$ cat src/rtl/jk_lab_pkg.sv
// Shared definitions for the JK flip-flop lab input conditioner:
// debounce channel state encoding and default timing constants.
package jk_lab_pkg;

  // 20 ms of stable input at the 100 MHz board clock.
  localparam int unsigned DEFAULT_DEBOUNCE_CYCLES = 2_000_000;

  // Depth of the metastability synchronizer on each raw input.
  localparam int unsigned DEFAULT_SYNC_STAGES = 2;

  // Width of the press counter shown on the LEDs.
  localparam int unsigned STEP_COUNT_W = 8;

  // Debounce FSM states. The clean level is 1 in S_HIGH and S_FALL_CHK.
  typedef enum logic [1:0] {
    S_LOW      = 2'd0,
    S_RISE_CHK = 2'd1,
    S_HIGH     = 2'd2,
    S_FALL_CHK = 2'd3
  } chan_state_t;

  // Clean output level implied by a channel state.
  function automatic logic level_of(input chan_state_t state);
    return (state == S_HIGH) || (state == S_FALL_CHK);
  endfunction

endpackage

$ cat src/rtl/debounce_channel.sv
// One debounce channel: a shift-register synchronizer followed by a
// four-state stability checker. The channel reports the clean level it will
// hold after the coming edge; the parent registers that value, so the
// registered level changes on the same edge the FSM commits a transition.
module debounce_channel
  import jk_lab_pkg::*;
#(
  parameter int unsigned DEBOUNCE_CYCLES = DEFAULT_DEBOUNCE_CYCLES,
  parameter int unsigned SYNC_STAGES     = DEFAULT_SYNC_STAGES
) (
  input  logic clk,
  input  logic rst_n,
  input  logic i_raw,
  output logic o_level_next
);

  // The counter only has to reach DEBOUNCE_CYCLES-1, so it never wraps.
  localparam int unsigned CNT_W = $clog2(DEBOUNCE_CYCLES);
  localparam logic [CNT_W-1:0] CNT_LAST = CNT_W'(DEBOUNCE_CYCLES - 1);

  logic [SYNC_STAGES-1:0] r_sync;
  logic                   w_synced;
  chan_state_t            r_state;
  chan_state_t            w_state_next;
  logic [CNT_W-1:0]       r_cnt;
  logic [CNT_W-1:0]       w_cnt_next;

  // Synchronizer: shift the raw input through SYNC_STAGES flops.
  // NOTE: sequential state uses non-blocking assignments so every flop
  // samples the pre-edge value of its neighbour, as real hardware does.
  always_ff @(posedge clk or negedge rst_n) begin
    if (!rst_n) begin
      r_sync <= '0;
    end else begin
      r_sync <= {r_sync[SYNC_STAGES-2:0], i_raw};
    end
  end

  assign w_synced = r_sync[SYNC_STAGES-1];

  // State and stability-counter registers.
  always_ff @(posedge clk or negedge rst_n) begin
    if (!rst_n) begin
      r_state <= S_LOW;
      r_cnt   <= '0;
    end else begin
      r_state <= w_state_next;
      r_cnt   <= w_cnt_next;
    end
  end

  // Next-state and counter logic. A check state either counts one more
  // matching sample, commits after the last one, or aborts on a mismatch.
  always_comb begin
    // NOTE: defaults first so every path assigns every output; without them
    // the unassigned paths would infer latches.
    w_state_next = r_state;
    w_cnt_next   = '0;
    unique case (r_state)
      S_LOW: begin
        if (w_synced) begin
          w_state_next = S_RISE_CHK;
        end
      end
      S_RISE_CHK: begin
        if (!w_synced) begin
          w_state_next = S_LOW;
        end else if (r_cnt == CNT_LAST) begin
          w_state_next = S_HIGH;
        end else begin
          w_cnt_next = r_cnt + 1'b1;
        end
      end
      S_HIGH: begin
        if (!w_synced) begin
          w_state_next = S_FALL_CHK;
        end
      end
      S_FALL_CHK: begin
        if (w_synced) begin
          w_state_next = S_HIGH;
        end else if (r_cnt == CNT_LAST) begin
          w_state_next = S_LOW;
        end else begin
          w_cnt_next = r_cnt + 1'b1;
        end
      end
      default: begin
        w_state_next = S_LOW;
      end
    endcase
  end

  assign o_level_next = level_of(w_state_next);

endmodule

$ cat src/rtl/jk_input_conditioner.sv
// Conditions the lab board's J/K slide switches and step button for a
// downstream master-slave JK flip-flop: three independent debounce
// channels, registered clean levels, a press strobe and a press counter.
module jk_input_conditioner
  import jk_lab_pkg::*;
#(
  parameter int unsigned DEBOUNCE_CYCLES = DEFAULT_DEBOUNCE_CYCLES,
  parameter int unsigned SYNC_STAGES     = DEFAULT_SYNC_STAGES
) (
  input  logic                    clk,
  input  logic                    rst_n,
  input  logic                    sw_j,
  input  logic                    sw_k,
  input  logic                    btn_step,
  output logic                    J,
  output logic                    K,
  output logic                    step_level,
  output logic                    step_pulse,
  output logic [STEP_COUNT_W-1:0] step_count
);

  logic                    w_j_next;
  logic                    w_k_next;
  logic                    w_btn_next;
  logic                    w_step_rise;
  logic                    r_j;
  logic                    r_k;
  logic                    r_step_level;
  logic                    r_step_pulse;
  logic [STEP_COUNT_W-1:0] r_step_count;

  debounce_channel #(
    .DEBOUNCE_CYCLES (DEBOUNCE_CYCLES),
    .SYNC_STAGES     (SYNC_STAGES)
  ) u_j_chan (
    .clk          (clk),
    .rst_n        (rst_n),
    .i_raw        (sw_j),
    .o_level_next (w_j_next)
  );

  debounce_channel #(
    .DEBOUNCE_CYCLES (DEBOUNCE_CYCLES),
    .SYNC_STAGES     (SYNC_STAGES)
  ) u_k_chan (
    .clk          (clk),
    .rst_n        (rst_n),
    .i_raw        (sw_k),
    .o_level_next (w_k_next)
  );

  debounce_channel #(
    .DEBOUNCE_CYCLES (DEBOUNCE_CYCLES),
    .SYNC_STAGES     (SYNC_STAGES)
  ) u_btn_chan (
    .clk          (clk),
    .rst_n        (rst_n),
    .i_raw        (btn_step),
    .o_level_next (w_btn_next)
  );

  // A press is the button level about to go 0 -> 1; release is ignored.
  assign w_step_rise = w_btn_next & ~r_step_level;

  // Clean levels, press strobe and press counter all update on one edge.
  always_ff @(posedge clk or negedge rst_n) begin
    if (!rst_n) begin
      r_j          <= 1'b0;
      r_k          <= 1'b0;
      r_step_level <= 1'b0;
      r_step_pulse <= 1'b0;
      r_step_count <= '0;
    end else begin
      r_j          <= w_j_next;
      r_k          <= w_k_next;
      r_step_level <= w_btn_next;
      r_step_pulse <= w_step_rise;
      if (w_step_rise) begin
        r_step_count <= r_step_count + 1'b1;
      end
    end
  end

  assign J          = r_j;
  assign K          = r_k;
  assign step_level = r_step_level;
  assign step_pulse = r_step_pulse;
  assign step_count = r_step_count;

endmodule

$ cat config.mk
export PLATFORM = sky130hd
export DESIGN_NAME = jk_input_conditioner
export DESIGN_NICKNAME = d
export VERILOG_FILES = /design/src/rtl/jk_lab_pkg.sv /design/src/rtl/debounce_channel.sv /design/src/rtl/jk_input_conditioner.sv
export SDC_FILE = /design/constraint.sdc
export NUM_CORES = 1
export LEC_CHECK = 0
export BUFFER_PORTS_ARGS = -buffer_cell sky130_fd_sc_hd__buf_4
export CELL_PAD_IN_SITES_DETAIL_PLACEMENT = 1
export CELL_PAD_IN_SITES_GLOBAL_PLACEMENT = 1
export CORE_MARGIN = 2
export CORE_UTILIZATION = 47
export DETAILED_ROUTE_END_ITERATION = 6
export PLACE_DENSITY = 0.87
export SLEW_MARGIN = 10
export SYNTH_ARGS = -nofsm -noshare
export SYNTH_HDL_FRONTEND = slang
export SYNTH_SLANG_ARGS = --single-unit
$ cat constraint.sdc
create_clock -name clk -period 3.7 [get_ports clk]
set_input_delay 0.37 -clock clk [delete_from_list [all_inputs] [get_ports clk]]
set_output_delay 0.37 -clock clk [all_outputs]
set_load 0.02 [all_outputs]
# Word-level counts from Yosys, hierarchy flattened
# Cells that the tools add are included.
# word_totals
regBits	87
input_bits	5
output_inout_bits	12
word_cells	77
# classes
addsub	4
eq_ne	18
muxes	33
n_bitwise	2
n_reduce_logical	6
# op_table
cell	count
$mux W21	9
$pmux W21 S2	3
$add A21 B1 Y21 const B	3
$eq A21 B21 Y1 const B	3
$mux W2	18
$eq A2 B2 Y1 const B	12
$pmux W2 S4	3
$add A8 B1 Y8 const B	1
$eq A2 B1 Y1 const B	3
$logic_not A2 Y1	3
$logic_or A1 B1 Y1	3
$and A1 B1 Y1	1
$not A1 Y1	1

# Logic depth before layout (Yosys ltp)
# Gate-level depths: netlist (run 1).
# logic_depth
word_depth	7
depth_mapped	7
ltp_nobuf	6

# By module
# Synthesis (run 1) repeated with hierarchy kept, for this count alone.
# hier_totals
cells_unflattened	391
hier_area_um2	4108.9
# modules_own_cells
mod	n_inst	cells_each	area_each_um2
debounce_channel	3	120	1217.4
jk_input_conditioner	1	31	456.7

# Worst setup path after synthesis (run 1)
# OpenSTA, ideal clock, no wires.
# synth_timing
path_type	reg-to-reg
from	reg u_btn_chan.r_cnt[12]
to	reg r_step_count[1] (netlist: step_count[1])
setup_time_ns	0.125
arrival_time_ns	1.864
path_slack_ns	1.711
stages_incl_launch_ff	8
path_buffers	2
synth_period_minus_slack_ns	1.989
cell_sequence	dfrtp_1 -> buf_6 -> nor4_1 -> and4_1 -> and4_4 -> buf_12 -> mux2_4 -> mux2_4
# synth_via
elab_chain_len	7
elab_cells_between_ends	10
# synth_lines
element	line	rtl
start: declaration	debounce_channel.sv:25	logic [CNT_W-1:0] r_cnt;
start signal: assignment	debounce_channel.sv:48	r_cnt <= w_cnt_next;
$eq A21 B21 Y1 (*)	debounce_channel.sv:68, debounce_channel.sv:82	
$mux W2 (on tied branches)	debounce_channel.sv:82, debounce_channel.sv:68	
$mux W2 (on tied branches)	debounce_channel.sv:80, debounce_channel.sv:66	
$pmux W2 S4 (*)	debounce_channel.sv:59	unique case (r_state)
$eq A2 B2 Y1	jk_lab_pkg.sv:24	return (state == S_HIGH) || (state == S_FALL_CHK);
$logic_or A1 B1 Y1 (*)	jk_lab_pkg.sv:24	
$and A1 B1 Y1 (*)	jk_input_conditioner.sv:63	assign w_step_rise = w_btn_next & ~r_step_level;
net w_step_rise	jk_input_conditioner.sv:25	logic w_step_rise;
end signal: assignment	jk_input_conditioner.sv:79	r_step_count <= r_step_count + 1'b1;
end: declaration	jk_input_conditioner.sv:30	logic [STEP_COUNT_W-1:0] r_step_count;
# Mark *: on every way through the listed nets, which the timed path passes. The rest lies on a longest branch.
# A chain may end at the register's enable or synchronous reset.

# Worst setup path after layout (run 1)
# Ends and elaborated chain as after synthesis.

==> summary.txt, run 1 <==
Finish
  – Area delta synth->final: 10.27%
  – Final Net Count: 430
  – Fillers: 963
  – Diodes inserted: 0
  – Layout cells sized above 1: around 13%
  – Non-Filler Instances: between 500 and 600

Synthesis
  – Sequential-to-total area share from yosys stat: a little over half
  – Ranking of synthesized cells by area: dfrtp_1, xor2_1, nor2_1, xnor2_1, nand3_1
  – Yosys top cell by area: dfrtp_1
  – Netlist cell types: 38
  – Total nets after synthesis: 410
  – Mean Syn Cell Area: ~10 um2
  – Yosys warnings: 0
  – Syn Std Cell Area: between 4000 and 5000 um2
  – Synthesized flop and latch total: 87
  – Post-Syn Instances: 401
  – Area share of the largest cell type after synthesis: approximately 52%

Route
  – DRT iter0 DRCs: approximately 120
  – Pre-antenna DRT Iters: 4
  – Antenna Nets Post-Route: 0
  – DRC: 0
  – Routed Wire Length: around 8.9 mm
  – Drt via density: about 5.6
  – Routed vias: about 3000
  – WL/cell: 16.76 um

Critical path
  – Critical Path Start Type: flop
  – Worst path depth: 5
  – Setup CP Type: reg2reg
  – Worst Setup End Kind: flop
  – Worst path required time: roughly 4000 ps
  – Worst Path Arrival: about 2400 ps
  – Worst r2r path cells: 5
  – Worst Path Max Fanout: 10
  – Delay-heaviest family, CP: simple AND/OR/NAND/NOR gates
  – Crit. Startpoint: u_btn_chan.r_cnt[12]
  – CP max stage cell: dfrtp_1
  – Worst Path Buf+Inv: 0
  – Crit-path most repeated cell: mux2_4
  – CP cell instances: nor4_1, and4_1, and4_4, mux2_4, mux2_4
  – FF-to-FF Start: u_btn_chan.r_cnt[12]
  – Slowest stage delay, CP: 470 ps

Clocking
  – Cts hold-fix bufs: 0
  – TritonCTS buffer count: 9
  – CTS tree: done
  – Root Buffer: clkbuf_8
  – Post-CTS setup buffer count: 0
  – Maximum root-to-sink buffer count: 2
  – Clk_lat worst skew: approximately 360 ps
  – Clock sinks: 87
  – Cts repair resizes: 0
  – H-tree depth: 3
  – Clock transition at path regs: roughly 100 ps

Power and ir drop
  – Sequential Power Share: between 50 and 60%
  – Total Power: approximately 0.0017 W
  – Int Pwr: 0.001349 W
  – Switch Pwr: just under 0.0004 W
  – Peak VDD IR: between 0.2 and 0.25 mV
  – Clock Power Share: about two fifths
  – Leakage power: between 1.5 and 2 nW
  – Pwr Density: approximately 380 nW/um2
  – Sw Share: a little under a quarter
  – Combinational Power Share: under 10%

Place
  – DP HPWL: about 5.9 mm
  – PortBufs: 16
  – DP Cell Count: 518
  – RD Place Congestion: between 0.8 and 0.9

STA
  – Period Utilization, post-route: approximately three fifths
  – Fin Hold WS: 127.2 ps
  – Max Freq: ~0.47 GHz
  – Slew @ Worst Pin: between 900 and 1000 ps
  – Layout Skew: around 15 ps
  – Final hold vios: 0
  – RSZ-0062 raised after global routing: no
  – Final setup fails: 0
  – Setup TNS: 0 ps
  – Tmin final: roughly 2200 ps
  – Slew margin rel.: approximately 40%
  – Fin. max-slew vios: 0

Global routing
  – Number of global-route vias before repair: between 3000 and 4000
  – GR met3 Demand/Resource: 4.366%
  – First-pass GRT wire length: between 15 and 20 mm
  – GRT met2 Usage: approximately 34%
  – GR peak layer: met2
  – Antenna violations before repair: 0
  – Total grt overflow: 0
  – Met1 Usage GRT: about 25%
  – GRT Overall Usage: roughly 20%
  – Pin count of the biggest net entering global routing: 76

Die
  – Die area: 9603 um2
  – DIE HEIGHT: ~98 um
  – Die Wd: just under 100 um
  – Initial Util: between 40% and 50%
  – Ports: 17
  – Core ar.: between 8000 and 9000 um2
  – Num rows: 34

Hold path
  – Hold crit path type: in2async

Run status
  – Status: complete, no violations

Job
  – Number of max-cap violations: 0
[cells by family after synthesis]
group / after synthesis / share of synthesized area, %
flops: 87 / 52.43
simple gates: 209 / 26.00
mux: 14 / 3.796
compound gates: 8 / 1.235
buf+inv: 16 / 2.049
fa+ha+maj: 4 / 1.205
xor+xnor: 63 / 13.29
[worst paths after layout]
kind                                         to  slack, ps
min in group clk             u_j_chan.r_sync[0]        130
setup / recovery                  step_count[1]       1550
max in group asynchronous     u_j_chan.r_cnt[5]       2800
setup reg to reg                  step_count[1]       1550
hold / removal               u_k_chan.r_cnt[10]        130
hold reg to reg            u_btn_chan.r_sync[1]        370
[per-stage QoR]
| step | setup WS, ps | utilization (%) | cell area, um2 |
|---|---|---|---|
| floorplan | 1711 | - | 4153 |
| global placement | 1680 | 50.49 | 4360 |
| detailed placement | 1582 | 50.49 | 4360 |
| CTS | 1561 | 53.03 | 4579 |
| global route | 1427 | 53.03 | 4579 |
| finish | 1550 | 53.03 | 4579 |
[layout by cell type, fill, tap and decap left out, types with 3 or more instances in the layout]
master     n
a21oi_1    3
and3_1    10
and4_1     8
buf_4     17
clkbuf_8   9
dfrtp_1   87
ha_1       4
inv_1      8
mux2_2     6
mux2i_1    6
nand2_1   25
nand3_1   35
nand4_1   15
nor2_1    83
nor4_1     7
nor4_2     3
nor4b_1    3
or2_2      6
xnor2_1   25
xor2_1    38
[cells in the mapped netlist]
cell / instances
and2_1: 2
ha_1: 4
nand3_1: 35
nor3_1: 2
o21a_1: 1
dfrtp_1: 87
and4_1: 8
and3_1: 10
nor4_1: 7
nand4b_1: 2
xnor2_1: 25
buf_12: 1
nand2_1: 25
nor2_8: 1
mux2i_1: 6
nor2b_1: 1
and2b_2: 1
nor4b_1: 3
nor4_2: 3
and2b_1: 1
nor2_1: 83
and4_4: 1
a31o_2: 1
nand4_1: 15
mux2_4: 2
o31ai_1: 2
buf_2: 1
nand2b_1: 1
buf_6: 1
or3_1: 1
or2_2: 6
inv_1: 8
clkbuf_1: 5
xor2_1: 38
a21oi_1: 3
o21ai_0: 1
mux2_2: 6
nand4_4: 1
[power groups by stage]
stage	clock, W	sequential [W]	combinational (W)
finish	0.000730	0.000966	0.0000450
global route	0.000790	0.000968	0.0000525
CTS	0.000751	0.000966	0.0000473
detailed placement	0	0.000984	0.0000467
global placement	0	0.000983	0.0000449
floorplan	0	0.000982	0.0000181
[sequential cells by signal (all words and copies together) (netlist names)]
register            cells
u_j_chan.r_state        2
u_k_chan.r_state        2
step_pulse              1
u_btn_chan.r_cnt       21
u_k_chan.r_sync         2
u_btn_chan.r_sync       2
step_level              1
u_k_chan.r_cnt         21
u_j_chan.r_cnt         21
K                       1
J                       1
u_j_chan.r_sync         2
step_count              8
u_btn_chan.r_state      2
[per-layer routing]
layer	part of all wire (%)	wire length (um)
met2	51	4575
met3	3.1	277
met5	0	0
met4	2.4	212
met1	43	3883
[cell type report]
cell class	instances	area (um2)	area share (%)
Timing Repair Buffer	17	127.6	2.787
Multi-Input combinational cell	298	1891	41.28
Sequential cell	87	2177	47.54
Inverter	8	30.03	0.6557
Clock inverter	7	95.09	2.077
Tap cell	108	135.1	2.951
Clock buffer	9	123.9	2.705
[worst register-to-register path, cell delays in order (launching register included)]
cell,delay [ps]
dfrtp_1,470
nor4_1,320
and4_1,270
and4_4,350
mux2_4,350
mux2_4,300
(Power assumes the default switching activity.)
==> run 2: changes to the inputs <==
--- a/config.mk
+++ b/config.mk
@@ -5,13 +5,14 @@
 export SDC_FILE = /design/constraint.sdc
 export NUM_CORES = 1
 export LEC_CHECK = 0
+export ABC_AREA = 1
 export BUFFER_PORTS_ARGS = -buffer_cell sky130_fd_sc_hd__buf_4
 export CELL_PAD_IN_SITES_DETAIL_PLACEMENT = 1
 export CELL_PAD_IN_SITES_GLOBAL_PLACEMENT = 1
 export CORE_MARGIN = 2
-export CORE_UTILIZATION = 47
+export CORE_UTILIZATION = 42
 export DETAILED_ROUTE_END_ITERATION = 6
-export PLACE_DENSITY = 0.87
+export PLACE_DENSITY = 0.86
 export SLEW_MARGIN = 10
 export SYNTH_ARGS = -nofsm -noshare
 export SYNTH_HDL_FRONTEND = slang
==> constraint.sdc (replaced) <==
create_clock -name clk -period 1.9 [get_ports clk]
set_input_delay 0.19 -clock clk [delete_from_list [all_inputs] [get_ports clk]]
set_output_delay 0.19 -clock clk [all_outputs]
set_load 0.02 [all_outputs]
==> summary.txt, run 2 <==
Global routing
  – Total grt overflow: 0 (unchanged)
  – Number of global-route vias before repair: 4198 (was 3168)
  – GRT Overall Usage: 20.87% (was 19.97%)
  – Antenna violations before repair: 0 (unchanged)
  – Pin count of the biggest net entering global routing: 42 (was 76)
  – First-pass GRT wire length: 19.37 mm (was 15.35 mm)

STA
  – Setup TNS: 0 ps (unchanged)
  – Period Utilization, post-route: 91.71% (was 58.11%)
  – Final hold vios: 0 (unchanged)
  – Tmin final: 1743 ps (was 2150 ps)
  – Max Freq: 0.5739 GHz (was 0.4651 GHz)
  – Fin. max-slew vios: 0 (unchanged)
  – Layout Skew: 14.40 ps (was 15.15 ps)
  – Setup ws final: 157.4 ps (was 1550 ps)
  – Slew @ Worst Pin: 568.3 ps (was 917.1 ps)
  – Final setup fails: 0 (unchanged)
  – RSZ-0062 raised after global routing: no (unchanged)
  – Slew margin rel.: 62.12% (was 38.86%)

Route
  – DRT iter0 DRCs: 172 (was 117)
  – Pre-antenna DRT Iters: 4 (unchanged)
  – Drt via density: 5.121 (was 5.597)
  – Routed vias: 3933 (was 2989)
  – DRC: 0 (unchanged)
  – Routed Wire Length: 11.40 mm (was 8.948 mm)
  – WL/cell: 14.84 um (was 16.76 um)
  – Antenna Nets Post-Route: 0 (unchanged)

Clocking
  – Maximum root-to-sink buffer count: 2 (unchanged)
  – TritonCTS buffer count: 9 (unchanged)
  – Clk_lat worst skew: 380 ps (was 360 ps)
  – Clock sinks: 87 (unchanged)
  – CTS tree: done (unchanged)
  – Root Buffer: clkbuf_8 (unchanged)
  – Clock transition at path regs: 100 ps (about the same)
  – H-tree depth: 3 (unchanged)

Synthesis
  – Syn Std Cell Area: 4573 um2 (was 4153 um2)
  – Synth top cells by count: nand2_1, nor2_1, dfrtp_1 (was dfrtp_1, nor2_1, xor2_1)
  – Netlist cell types: 36 (was 38)
  – Synthesized flop and latch total: 87 (unchanged)
  – Top_reg_cell synth: dfrtp_1 (unchanged)
  – Number of enable flip-flop cells after synthesis: 0 (unchanged)
  – Async set-or-reset flop fraction in the synthesized netlist: 100.0% (unchanged)
  – Yosys warnings: 0 (unchanged)
  – Ranking of synthesized cells by area: dfrtp_1, nand2_1, nor2_1, inv_1, nand3_1 (was dfrtp_1, xor2_1, nor2_1, xnor2_1, nand3_1)
  – Top-count cell post-synth: nand2_1 (was dfrtp_1)
  – Area share of the largest cell type after synthesis: 47.61% (was 52.43%)
  – Post-Syn Instances: 583 (was 401)
  – Yosys top cell by area: dfrtp_1 (unchanged)
  – Mean Syn Cell Area: 7.844 um2 (was 10.36 um2)
  – Sequential-to-total area share from yosys stat: 47.61% (was 52.43%)
  – Total nets after synthesis: 592 (was 410)

Place
  – PortBufs: 16 (unchanged)
  – DP HPWL: 8.329 mm (was 5.862 mm)
  – DP Cell Count: 742 (was 518)
  – DP Worst Slack: 54.40 ps (was 1582 ps)
  – RD Place Congestion: 0.8709 (was 0.8405)

Run status
  – Status: complete, no violations (unchanged)

Finish
  – Commonest non-fill, non-tap cells in the layout: nand2_1, nor2_1, dfrtp_1 (was dfrtp_1, nor2_1, xor2_1)
  – Util after Layout: 48.56% (was 53.03%)
  – Commonest non-fill, non-tap cell in the layout: nand2_1 (was dfrtp_1)
  – Final Net Count: 632 (was 430)
  – Largest regs: u_btn_chan.r_cnt: 21 flops, u_j_chan.r_cnt: 21 flops, u_k_chan.r_cnt: 21 flops (unchanged)
  – Non-Filler Instances: 768 (was 534)
  – Diodes inserted: 0 (unchanged)
  – Layout cells sized above 1: 14.17% (was 12.91%)
  – Area delta synth->final: 14.09% (was 10.27%)

Power and ir drop
  – Sequential Power Share: 56.4% (was 55.5%)
  – Combinational Power Share: 3.8% (was 2.6%)
  – Clock Power Share: 39.8% (was 41.9%)
  – Pwr Density: 637.4 nW/um2 (was 380.2 nW/um2)
  – Sw Share: 24.41% (was 22.52%)
  – Switch Pwr: 0.0008117 W (was 0.0003921 W)
  – Int Pwr: 0.002514 W (was 0.001349 W)
  – Peak VDD IR: 0.3836 mV (was 0.2083 mV)
  – Leakage power: 2.329 nW (was 1.994 nW)

Critical path
  – Worst r2r path cells: 9 (was 5)
  – Worst path required time: 2170 ps (was 3950 ps)
  – Setup CP Type: reg2reg (unchanged)
  – Worst Path Arrival: 2010 ps (was 2400 ps)
  – Worst Path Max Fanout: 9 (was 10)
  – Critical Path Start Type: flop (unchanged)
  – Worst Setup End Kind: flop (unchanged)

Hold path
  – Hold crit path type: in2async (unchanged)

Job
  – Number of max-cap violations: 0 (unchanged)

Die
  – Die Wd: 108.3 um (was 98.00 um)
  – Core ar.: 10750 um2 (was 8636 um2)
  – Ports: 17 (unchanged)
  – Num rows: 38 (was 34)
  – DIE HEIGHT: 108.3 um (was 98.00 um)
  – Die area: 11740 um2 (was 9603 um2)
  – Initial Util: 42.56% (was 48.09%)
-- run 2: changes by cell type in the layout (fill, tap and decap cells not counted), moves of 11 or more --
cell / change
nand2_1: +102
xor2_1: -23
buf_4: +12
xnor2_1: -18
inv_1: +65
nor2_1: +22
a21oi_1: +18
nor3_1: +11
-- run 2: cells by family after synthesis --
logic type,count (synthesis),share of synthesized area (%)
simple gates,346,35.08
flops,87,47.61
buf+inv,86,7.496
compound gates,38,4.515
xor+xnor,22,4.214
fa+ha+maj,4,1.094
-- run 2: stage by stage --
stage	cell area [um2]	power (W)	hold WS [ps]
floorplan	4573	0.001961	-105.6
global placement	4905	0.002026	206.9
detailed placement	4905	0.002034	223.9
CTS	5142	0.003358	357.9
global route	5218	0.003449	368.3
finish	5218	0.003326	333.6
-- run 2: final cells by class --
class                   count  area, um2
clock inverters             7      73.82
flip-flops and latches     87       2177
inverters                  81      306.5
clock buffers               9      123.9
multi-input cells         410       2083
repair buffers             34      277.8
fillers                  1367       5528
well taps                 140      175.2
-- run 2: final timing paths --
check	to	startpoint	slack (ps)
setup / recovery	u_k_chan.r_cnt[11]	u_k_chan.r_cnt[0]	160
hold / removal	u_k_chan.r_cnt[5]	rst_n	330
setup reg to reg	u_k_chan.r_cnt[11]	u_k_chan.r_cnt[0]	160
hold reg to reg	u_k_chan.r_sync[1]	u_k_chan.r_sync[0]	360
max in group asynchronous	u_btn_chan.r_state[1]	rst_n	950
min in group clk	u_k_chan.r_sync[1]	u_k_chan.r_sync[0]	360
-- run 2: worst max-delay path, cell delays in order (launching register included) --
cell,delay [ps]
dfrtp_1,390
ha_1,210
nand3_2,130
nor2_4,170
inv_2,70
nor2_4,120
nand3_2,130
nand2_4,140
inv_2,110
and3_1,160
-- run 2: metal layers --
layer  vias up  GRT usage [%]  part of all wire (%)
li1       1942              -                     -
met1      1915          26.19                    45
met4         0          9.341                   2.9
met2        51          35.98                    50
met3        25          2.652                   2.2
met5         -              0                     0
-- run 2: power groups by stage --
stage	Combinational, W	Clock (W)	Sequential [W]
after floorplan	0.0000491	0	0.00191
after global placement	0.000114	0	0.00191
after detailed placement	0.000121	0	0.00191
after CTS	0.000129	0.00135	0.00188
after global routing	0.000145	0.00143	0.00188
final	0.000127	0.00132	0.00188
-- run 2: what timing repair did --
| action | in CTS | in global routing |
|---|---|---|
| endpoints found under the setup margin | 0 | 20 |
| resized for setup | 0 | 8 |
| hold buffers | 4 | 0 |
| setup buffers | 0 | 6 |
| endpoints found under the hold margin | 41 | 0 |
